[src/rtl/goldschmidt_prescaler.sv]
// Two-stage operand prescaler for a Goldschmidt divider: normalizes the divisor to Q0.32 in [0.5,1).
// Optional zero-divisor flagging is enabled with `define GS_PRESCALE_DIV0_DETECT_EN.
module goldschmidt_prescaler (
    input  logic        clk,
    input  logic        rst_n,
    input  logic        in_valid,
    output logic        in_ready,
    input  logic [31:0] a,
    input  logic [31:0] b,
    output logic        out_valid,
    input  logic        out_ready,
    output logic [31:0] a_out,
    output logic [31:0] b_norm,
    output logic [5:0]  shift,
    output logic        div0
);

    localparam int DATA_W = 32;

    // Leading-zero count of v; an all-zero word yields DATA_W.
    function automatic logic [5:0] f_lzc(input logic [DATA_W-1:0] v);
        logic [5:0] n;
        n = 6'(DATA_W);
        for (int i = 0; i < DATA_W; i++) begin
            if (v[i]) n = 6'(DATA_W - 1 - i);
        end
        return n;
    endfunction

    logic              r_s1_valid;
    logic [DATA_W-1:0] r_s1_a;
    logic [DATA_W-1:0] r_s1_b;
    logic [5:0]        r_s1_lzc;

    logic              r_s2_valid;
    logic [DATA_W-1:0] r_a_out;
    logic [DATA_W-1:0] r_b_norm;
    logic signed [5:0] r_shift;

    logic              w_s2_load;
    logic              w_s1_load;
    logic [DATA_W-1:0] w_b_norm;
    logic signed [5:0] w_shift;

    assign w_s2_load = !r_s2_valid || out_ready;
    assign in_ready  = !r_s1_valid || w_s2_load;
    assign w_s1_load = in_valid && in_ready;

    // A count of 32 means b was zero; the normalized value is then zero too.
    assign w_b_norm = r_s1_lzc[5] ? '0 : (r_s1_b << r_s1_lzc[4:0]);

    // ---- stage 1: capture operands and divisor leading-zero count ----
    always_ff @(posedge clk or negedge rst_n) begin
        if (!rst_n) begin
            r_s1_valid <= 1'b0;
            r_s1_a     <= '0;
            r_s1_b     <= '0;
            r_s1_lzc   <= '0;
        end else if (in_ready) begin
            r_s1_valid <= in_valid;
            if (in_valid) begin
                r_s1_a   <= a;
                r_s1_b   <= b;
                r_s1_lzc <= f_lzc(b);
            end
        end
    end

`ifdef GS_PRESCALE_DIV0_DETECT_EN
    logic r_div0;
    logic w_div0;

    assign w_div0  = (r_s1_b == '0);
    assign w_shift = w_div0 ? 6'sd0 : ($signed(r_s1_lzc) - 6'sd16);

    always_ff @(posedge clk or negedge rst_n) begin
        if (!rst_n) begin
            r_div0 <= 1'b0;
        end else if (w_s2_load && r_s1_valid) begin
            r_div0 <= w_div0;
        end
    end

    assign div0 = r_div0;
`else
    // Modular arithmetic maps lzc=32 to +16 as required for a zero divisor.
    assign w_shift = $signed(r_s1_lzc) - 6'sd16;
    assign div0    = 1'b0;
`endif

    // ---- stage 2: normalized divisor and scale exponent ----
    always_ff @(posedge clk or negedge rst_n) begin
        if (!rst_n) begin
            r_s2_valid <= 1'b0;
            r_a_out    <= '0;
            r_b_norm   <= '0;
            r_shift    <= '0;
        end else if (w_s2_load) begin
            r_s2_valid <= r_s1_valid;
            if (r_s1_valid) begin
                r_a_out  <= r_s1_a;
                r_b_norm <= w_b_norm;
                r_shift  <= w_shift;
            end
        end
    end

    assign out_valid = r_s2_valid;
    assign a_out     = r_a_out;
    assign b_norm    = r_b_norm;
    assign shift     = r_shift;

endmodule
[config.mk]
export PLATFORM = sky130hd
export DESIGN_NAME = goldschmidt_prescaler
export DESIGN_NICKNAME = d
export VERILOG_FILES = /design/src/rtl/goldschmidt_prescaler.sv
export SDC_FILE = /design/constraint.sdc
export NUM_CORES = 1
export LEC_CHECK = 0
export BUFFER_PORTS_ARGS = -buffer_cell sky130_fd_sc_hd__clkbuf_2
export CORE_MARGIN = 5
export CORE_UTILIZATION = 57
export CTS_BUF_LIST = sky130_fd_sc_hd__clkbuf_4
export CTS_CLUSTER_SIZE = 16
export DETAILED_ROUTE_END_ITERATION = 8
export PLACE_DENSITY = 0.84
export SLEW_MARGIN = 40
export SYNTH_ARGS = -nofsm -noshare
export SYNTH_HDL_FRONTEND = slang
export SYNTH_SLANG_ARGS = --single-unit
[constraint.sdc]
create_clock -name clk -period 2.46 [get_ports clk]
set_input_delay 0.246 -clock clk [delete_from_list [all_inputs] [get_ports clk]]
set_output_delay 0.246 -clock clk [all_outputs]
set_load 0.005 [all_outputs]
* Word-level counts from Yosys, hierarchy flattened
Index checks and enable logic that the tools add are counted.
** Storage, ports and cells
- Bits of input ports :: 68
- Output and inout bits :: 73
- Logic and storage cells :: 49
- Register bits after elaboration :: 142
** Operators by class
- Add/subtract/negate cells :: 1
- Reduce and logical (&&, ||, !) cells :: 6
- Multiplexer cells :: 33
- Shifts and indexed selects :: 1
** Operators with widths (count)
- $mux 6 :: 32
- $mux 32 :: 1
- $shl 32x5->32 :: 1
- $sub 6x6->6 const B :: 1
- $reduce_and 2->1 :: 2
- $logic_not 1->1 :: 2
- $logic_or 1x1->1 :: 2

* Longest topological paths before layout
Gate-level depths: netlist (run 1).
- Depth after elaboration :: 32
- Depth in mapped cells :: 8
- Gate-level depth less buffers :: 5

* Worst setup path before layout (run 1)
Ideal clock, no wire load.
- Path type :: reg2reg
- Start :: reg r_s1_lzc[1]
- End :: reg r_b_norm[25], in the netlist b_norm[25]
- Buffers on the path :: 2
- Period minus slack after synthesis :: 1.830 ns
- Setup slack :: 0.630 ns
- Arrival :: 1.692 ns
- Stages on the path, launching flop included :: 8
- Setup time :: 0.138 ns
- Data required time :: 2.322 ns
- Cell sequence :: dfrtp_1 -> buf_6 -> buf_12 -> mux4_1 -> mux2i_4 -> nor2_2 -> a221oi_2 -> o221ai_2
** Between the ends
- Word-level cells in the longest chain between the ends :: 2
** RTL lines
- start, declared :: line 33 : logic [5:0] r_s1_lzc;
- start signal, assigned :: line 64 : r_s1_lzc <= f_lzc(b);
- $shl 32x5->32 :: line 50 : assign w_b_norm = r_s1_lzc[5] ? '0 : (r_s1_b << r_s1_lzc[4:0]);
- $mux 32 :: line 50
- end signal, assigned :: line 102 : r_b_norm <= w_b_norm;
- end, declared :: line 37 : logic [DATA_W-1:0] r_b_norm;
No other way between the ends.
A chain may end at the register's enable or synchronous reset.

* Final worst setup path (run 1)
- Start :: reg r_s1_valid
- End :: reg r_s1_lzc[0]
** Between the ends
- Word-level cells in the longest chain between the ends :: 3
** RTL lines
- start, declared :: line 30 : logic r_s1_valid;
- start signal, assigned :: line 60 : r_s1_valid <= in_valid;
- $logic_not 1->1 :: line 46 : assign in_ready = !r_s1_valid || w_s2_load;
- $logic_or 1x1->1 :: line 46
- $reduce_and 2->1 (no source line)
No other way between the ends.

==> impl_metrics.csv, run 1 <==
group,metric,value,unit
cells_and_area,num-fill-cells,772,
timing,finalSetupTns,0,ns
clock_tree,clock_sinks,142,
synth,yosysMostFrequentCell,"dfrtp_1",
placement,gp_congestion,1.03,
cells_and_area,diodes,0,
setup_path,required,2.96,ns
grt,grt_pass1_wl,31.9,mm
grt,antenna_found_initial,0,
route,via_per_inst,6.10,
clock_tree,worstSkewPairLatency,0.57,ns
grt,grt_use_total,27.9,%
setup_path,endpoint_kind,"flop",
placement,numPortBuffers,139,
synth,yosysTopAreaCell,"dfrtp_1",
power,powerDensity,753,nW/um^2
min_path,holdCritStartpoint,"out_ready",
timing,timing.slew.headroom,53.2,%
min_path,hp-class,"in -> reg",
power,switching_share,32.7,%
floorplanning,dieArea,14900,um^2
route,drt-total-wl,19.5,mm
synth,async_flop_share,100,%
power,seqPwrFrac,46.7,%
route,drc_errors,0,
synth,yosys_warnings,0,
floorplanning,dieWidth,122,um
synth,synth_nets,625,
synth,synth_edf_count,0,
clock_tree,clk_path_buf_depth,2,
run,drv_cap,0,
route,post_drt_wl_per_cell,20.5,um
clock_tree,postCtsSetupBuffers,0,
timing,min_period_over_period,93.0,%
cells_and_area,ff_latch_area,3560,um^2
run_status,outcome,"completed",
timing,finalClockSkew,0.0243,ns
timing,hold_violations,0,
setup_path,critPathKind,"reg -> reg",
timing,drv_slew,0,
grt,grt_pass1_vias,6005,
power,intPower,0.00461,W
synth,yosys-top-cells-area,"dfrtp_1 (50%), mux2_2 (17%), mux4_2 (6.3%), mux2i_1 (4.1%), mux4_1 (1.8%)",
clock_tree,cts_buffers,17,
synth,ys_seq_area_share,49.7,%
route,antenna_left,0,
placement,dp.cells,850,
setup_path,cp.arrival,2.79,ns
floorplanning,die_h,122,um
cells_and_area,multi_input_area,3380,um^2
clock_tree,cts_tree,"done",
setup_path,startpoint,"r_s1_valid",
floorplanning,num_io_pins,141,
floorplanning,core,12200,um^2
power,vdd_drop_max,433,uV
cells_and_area,stdcell_count,949,
synth,synthTopCellsByCount,"dfrtp_1 (142), mux2_2 (106), mux2i_1 (29), nor2_1 (29), nand2_1 (27)",
power,pwr-share-comb,28.8,%
route,vias,5793,
route,first_iter_violations,511,
floorplanning,start_util,58.7,%
synth,syn_inst,557,
timing,fmax,437,MHz
cells_and_area,final_nets,836,
power,clkPwrFrac,24.5,%
cells_and_area,area_growth,27.3,%
synth,yosysUniqueCellTypes,60,
cells_and_area,drive_above_1_share,42.4,%
synth,syn_area,7140,um^2
grt,grt_max_degree,52,
timing,setup_viol,0,
timing,rsz0062_at_grt,"no",
synth,synth-seq-cells,142,
timing,worst_slew_pin_slew,0.684,ns
synth,synthDominantCellAreaShare,49.7,%
setup_path,startpoint_type,"flop",
clock_tree,root_buffer,"clkbuf_4",
timing,min_period,2.29,ns
power,total_power,0.00685,W
power,net-switching-power,0.00224,W
power,power.leakage,4.00,nW
clock_tree,h-tree-depth,4,
setup_path,reg2reg_from,"r_s1_valid",
synth,syn_area_per_cell,12.8,um^2
route,firstDrtPassIters,6,
setup_path,crit_fanout,15,
placement,dp_hpwl,13.9,mm
floorplanning,num_rows,40,
grt,gr-total-overflow,0,
clock_tree,clkTransAtPathRegs,0.13,ns
synth,ys.flop_type,"dfrtp_1",
==> kinds of logic (layout without fill, tap and decap cells) <==
family          Yosys count  after routing  synth area share [%]
simple gates            100            100                  6.94
other cells               1              1                0.0525
xor+xnor                  1              1                 0.123
mux                     161            161                  29.2
flops                   142            142                  49.7
compound gates          107            107                  10.8
buf+inv                  45            269                  3.08
==> area by class of cell <==
class | instances | area share [%]
clock inverters | 15 | 2.22
inverters | 8 | 0.330
repair buffers | 229 | 17.4
clock buffers | 17 | 1.40
well taps | 168 | 2.31
flip-flops and latches | 142 | 39.1
multi-input cells | 370 | 37.2
==> through the flow <==
step	hold slack (ns)	instance area (um^2)	utilization (%)	setup slack [ns]
after floorplan	-0.0496	7140	-	0.630
after global placement	0.213	8080	66.5	0.222
after detailed placement	0.221	8080	66.5	0.159
after CTS	0.00785	9070	74.6	0.102
after global routing	0.0304	9090	74.8	0.0811
final	0.0598	9090	74.8	0.173
==> path summary, 6_finish.rpt <==
path | to | slack [ns] | depth (start not counted)
worst min register to register | b_norm[4] | 0.50 | 2
worst max register to register | r_s1_lzc[0] | 0.17 | 6
max in group asynchronous | b_norm[0] | 1.56 | 3
worst max-delay path | r_s1_lzc[0] | 0.17 | 6
worst min-delay path | r_s1_valid | 0.06 | 3
min in group asynchronous | r_s1_a[23] | 0.17 | 2
==> cells in the final DEF (no fill, tap or decap), types with 4 or more instances in the layout <==
| cell | count |
|---|---|
| mux2i_1 | 29 |
| mux4_1 | 5 |
| mux2_2 | 106 |
| nor2_1 | 29 |
| o21ai_0 | 23 |
| nand4_1 | 4 |
| a221o_1 | 4 |
| o22ai_1 | 4 |
| inv_1 | 7 |
| mux4_2 | 20 |
| nor3_1 | 4 |
| inv_6 | 4 |
| a21oi_1 | 12 |
| nand2b_1 | 6 |
| dfrtp_1 | 139 |
| a221oi_1 | 4 |
| clkinv_4 | 4 |
| o211ai_1 | 7 |
| nand2_1 | 25 |
| clkbuf_2 | 138 |
| a22o_1 | 9 |
| buf_4 | 20 |
| nor2b_1 | 6 |
| a22oi_1 | 9 |
| clkbuf_4 | 17 |
| dlygate4sd3_1 | 67 |
==> worst max-delay path: stages (launching register included) <==
cell and delay, ns:
dfrtp_1 0.51, nand3b_1 0.23, nand2_2 0.25, nor4_2 0.43, o41ai_1 0.14, dlygate4sd3_1 0.58
nand3_1 0.07
==> state kept, by name, indices dropped and copies added, names as in the netlist <==
name / flops
a_out: 32
r_s1_b: 32
r_s1_a: 32
shift: 6
b_norm: 32
out_valid: 1
r_s1_lzc: 6
r_s1_valid: 1
==> power groups by stage <==
stage	clock, W	sequential [W]	combinational [W]
after global placement	0	0.00318	0.00180
after detailed placement	0	0.00323	0.00187
after CTS	0.00171	0.00318	0.00196
after floorplan	0	0.00311	0.00113
final	0.00168	0.00320	0.00197
after global routing	0.00182	0.00326	0.00214
==> layer usage <==
layer / routed length [um] / GRT usage (%) / share of wire, %
met1: 7610 / 35.3 / 39
met2: 9850 / 46.2 / 51
met3: 1310 / 5.66 / 6.7
met4: 737 / 13.0 / 3.8
met5: 0 / 0 / 0
==> timing repair <==
item | in CTS | in global routing
hold buffers | 66 | 1
endpoints found under the setup margin | 0 | 2
hold endpoints to repair | 114 | 1
gates resized for setup | 0 | 2
Note: power is estimated with default switching activity, not from simulation.
==> inputs of run 2 (changes only) <==
--- a/config.mk
+++ b/config.mk
@@ -11,7 +11,7 @@
 export CTS_BUF_LIST = sky130_fd_sc_hd__clkbuf_4
 export CTS_CLUSTER_SIZE = 16
 export DETAILED_ROUTE_END_ITERATION = 8
-export PLACE_DENSITY = 0.84
+export PLACE_DENSITY = 0.82
 export SLEW_MARGIN = 40
 export SYNTH_ARGS = -nofsm -noshare
 export SYNTH_HDL_FRONTEND = slang
==> run 2 against run 1 <==
Core utilization decreased by 0.53 points. Critical path depth unchanged. Final cell count unchanged. Via count decreased by 1.3%. Sequential share of layout area increased by 0.24 points. Sequential cell count unchanged. First-iteration DRC count increased by 3.7%. Largest cell class unchanged. Highest routed layer unchanged.
==> impl_metrics.csv, run 2 (same netlist as run 1, synthesis figures left out) <==
group,metric,value,unit
setup_path,reg2reg_depth,6,
power,seqPwrFrac,47.9,%
power,powerDensity,740,nW/um^2
setup_path,crit_slowest_cell,"dlygate4sd3_1",
setup_path,startpoint_type,"flop",
clock_tree,worstSkewPairLatency,0.59,ns
route,drc_errors,0,
setup_path,endpoint_kind,"flop",
timing,drv_slew,0,
floorplanning,num_rows,40,
run,drv_cap,0,
setup_path,crit_fanout,11,
power,vdd_drop_max,441,uV
route,vias,5720,
cells_and_area,final_nets,836,
run_status,outcome,"completed",
timing,fmax,440,MHz
setup_path,ff2ff_setup_slack,0.19,ns
timing,setup_viol,0,
timing,worst_slew_pin_slew,0.837,ns
setup_path,cp.arrival,2.79,ns
route,antenna_left,0,
cells_and_area,drive_above_1_share,41.9,%
setup_path,crit_chain,"nand3b_1 -> nand2_2 -> nor4_1 -> o41ai_1 -> dlygate4sd3_1 -> nand3_1",
route,first_iter_violations,530,
clock_tree,cts_resized,0,
clock_tree,clk_path_buf_depth,2,
timing,timing.slew.headroom,44.2,%
timing,rsz0062_at_grt,"no",
timing,fin_hold_ws,0.0623,ns
clock_tree,clkTransAtPathRegs,0.13,ns
cells_and_area,final_cell_mix,"dfrtp_1 (140), clkbuf_2 (138), mux2_2 (106)",
power,intPower,0.00448,W
min_path,hp-class,"in -> reg",
route,drt-total-wl,19.3,mm
grt,grt_pass1_vias,5867,
cells_and_area,final_util,74.2,%
placement,dp_hpwl,13.7,mm
timing,finalSetupTns,0,ns
power,power.leakage,3.96,nW
clock_tree,cts_tree,"done",
power,net-switching-power,0.00220,W
route,post_drt_wl_per_cell,20.4,um
floorplanning,die_h,122,um
clock_tree,postCtsSetupBuffers,0,
cells_and_area,stdcell_count,949,
clock_tree,clock_sinks,142,
setup_path,critPathKind,"reg -> reg",
grt,grt_max_degree,70,
timing,min_period,2.27,ns
clock_tree,cts_buffers,17,
floorplanning,dieWidth,122,um
floorplanning,dieArea,14900,um^2
power,switching_share,32.9,%
setup_path,slowest_delay,0.58,ns
route,firstDrtPassIters,6,
power,pwr-share-comb,29.3,%
clock_tree,h-tree-depth,4,
timing,hold_violations,0,
setup_path,required,2.97,ns
floorplanning,num_io_pins,141,
grt,gr-total-overflow,0,
cells_and_area,area_growth,26.4,%
cells_and_area,final_common_cell,"dfrtp_1",
placement,post_dp_cell_area,8070,um^2
cells_and_area,num-fill-cells,814,
placement,dp.cells,850,
placement,gp_congestion,0.948,
route,via_per_inst,6.03,
grt,grt_pass1_wl,31.0,mm
timing,finalClockSkew,0.0206,ns
floorplanning,start_util,58.7,%
floorplanning,core,12200,um^2
clock_tree,cts_hold_buffers,67,
timing,min_period_over_period,92.3,%
grt,grt_use_total,27.2,%
cells_and_area,finish.instance_area,9030,um^2
power,clkPwrFrac,22.8,%
min_path,min_path_cells,3,
clock_tree,root_buffer,"clkbuf_4",
placement,numPortBuffers,139,
grt,antenna_found_initial,1,
[run 2: changes by cell type in the layout (fill, tap and decap cells not counted), moves of 2 or more]
cell / delta
clkinvlp_4: +2
inv_6: +2
clkinv_4: -2
inv_8: -3
[run 2: cell type report]
| type | instances | area [um^2] | area share (%) |
|---|---|---|---|
| Sequential cell | 142 | 3560 | 39.4 |
| Multi-Input combinational cell | 370 | 3380 | 37.4 |
| Timing Repair Buffer | 229 | 1570 | 17.4 |
| Tap cell | 168 | 210 | 2.33 |
| Clock inverter | 14 | 156 | 1.73 |
| Clock buffer | 17 | 128 | 1.41 |
| Inverter | 8 | 30.0 | 0.333 |
| Antenna cell | 1 | 2.50 | 0.0277 |
[run 2: power groups by stage]
stage | registers [W] | logic (W) | clock network (W)
2_1_floorplan | 0.00311 | 0.00113 | 0
3_3_place_gp | 0.00319 | 0.00179 | 0
3_5_place_dp | 0.00323 | 0.00186 | 0
4_1_cts | 0.00318 | 0.00195 | 0.00155
5_1_grt | 0.00325 | 0.00211 | 0.00165
6_report | 0.00320 | 0.00196 | 0.00152
[run 2: metrics by stage]
step	total power, W	worst slack [ns]
final	0.00668	0.188
after global placement	0.00498	0.288
after detailed placement	0.00509	0.203
after CTS	0.00667	0.193
after global routing	0.00702	0.00413
after floorplan	0.00425	0.630
[run 2: worst max-delay path, delay by kind of cell (launching register included)]
| kind | cells | cell delay [ns] |
|---|---|---|
| buffers and inverters | 1 | 0.58 |
| AOI/OAI and AO/OA | 1 | 0.15 |
| DFF | 1 | 0.51 |
| and+or+nand+nor | 4 | 0.97 |
[run 2: worst paths after layout]
path | startpoint | to
worst max-delay path | r_s1_valid | r_s1_lzc[0]
worst min-delay path | out_ready | r_s1_valid
worst max register to register | r_s1_valid | r_s1_lzc[0]
worst min register to register | shift[4] | shift[4]
max in group asynchronous | rst_n | r_s1_a[1]
min in group asynchronous | rst_n | r_s1_a[25]
[run 2: metal layers]
metal  track usage, %  vias up  wire (um)
li1                 -     2552          -
met1             36.0     2812       7850
met2             43.2      292       9270
met3             6.31       64       1460
met4             12.3        0        748
met5                0        -          0
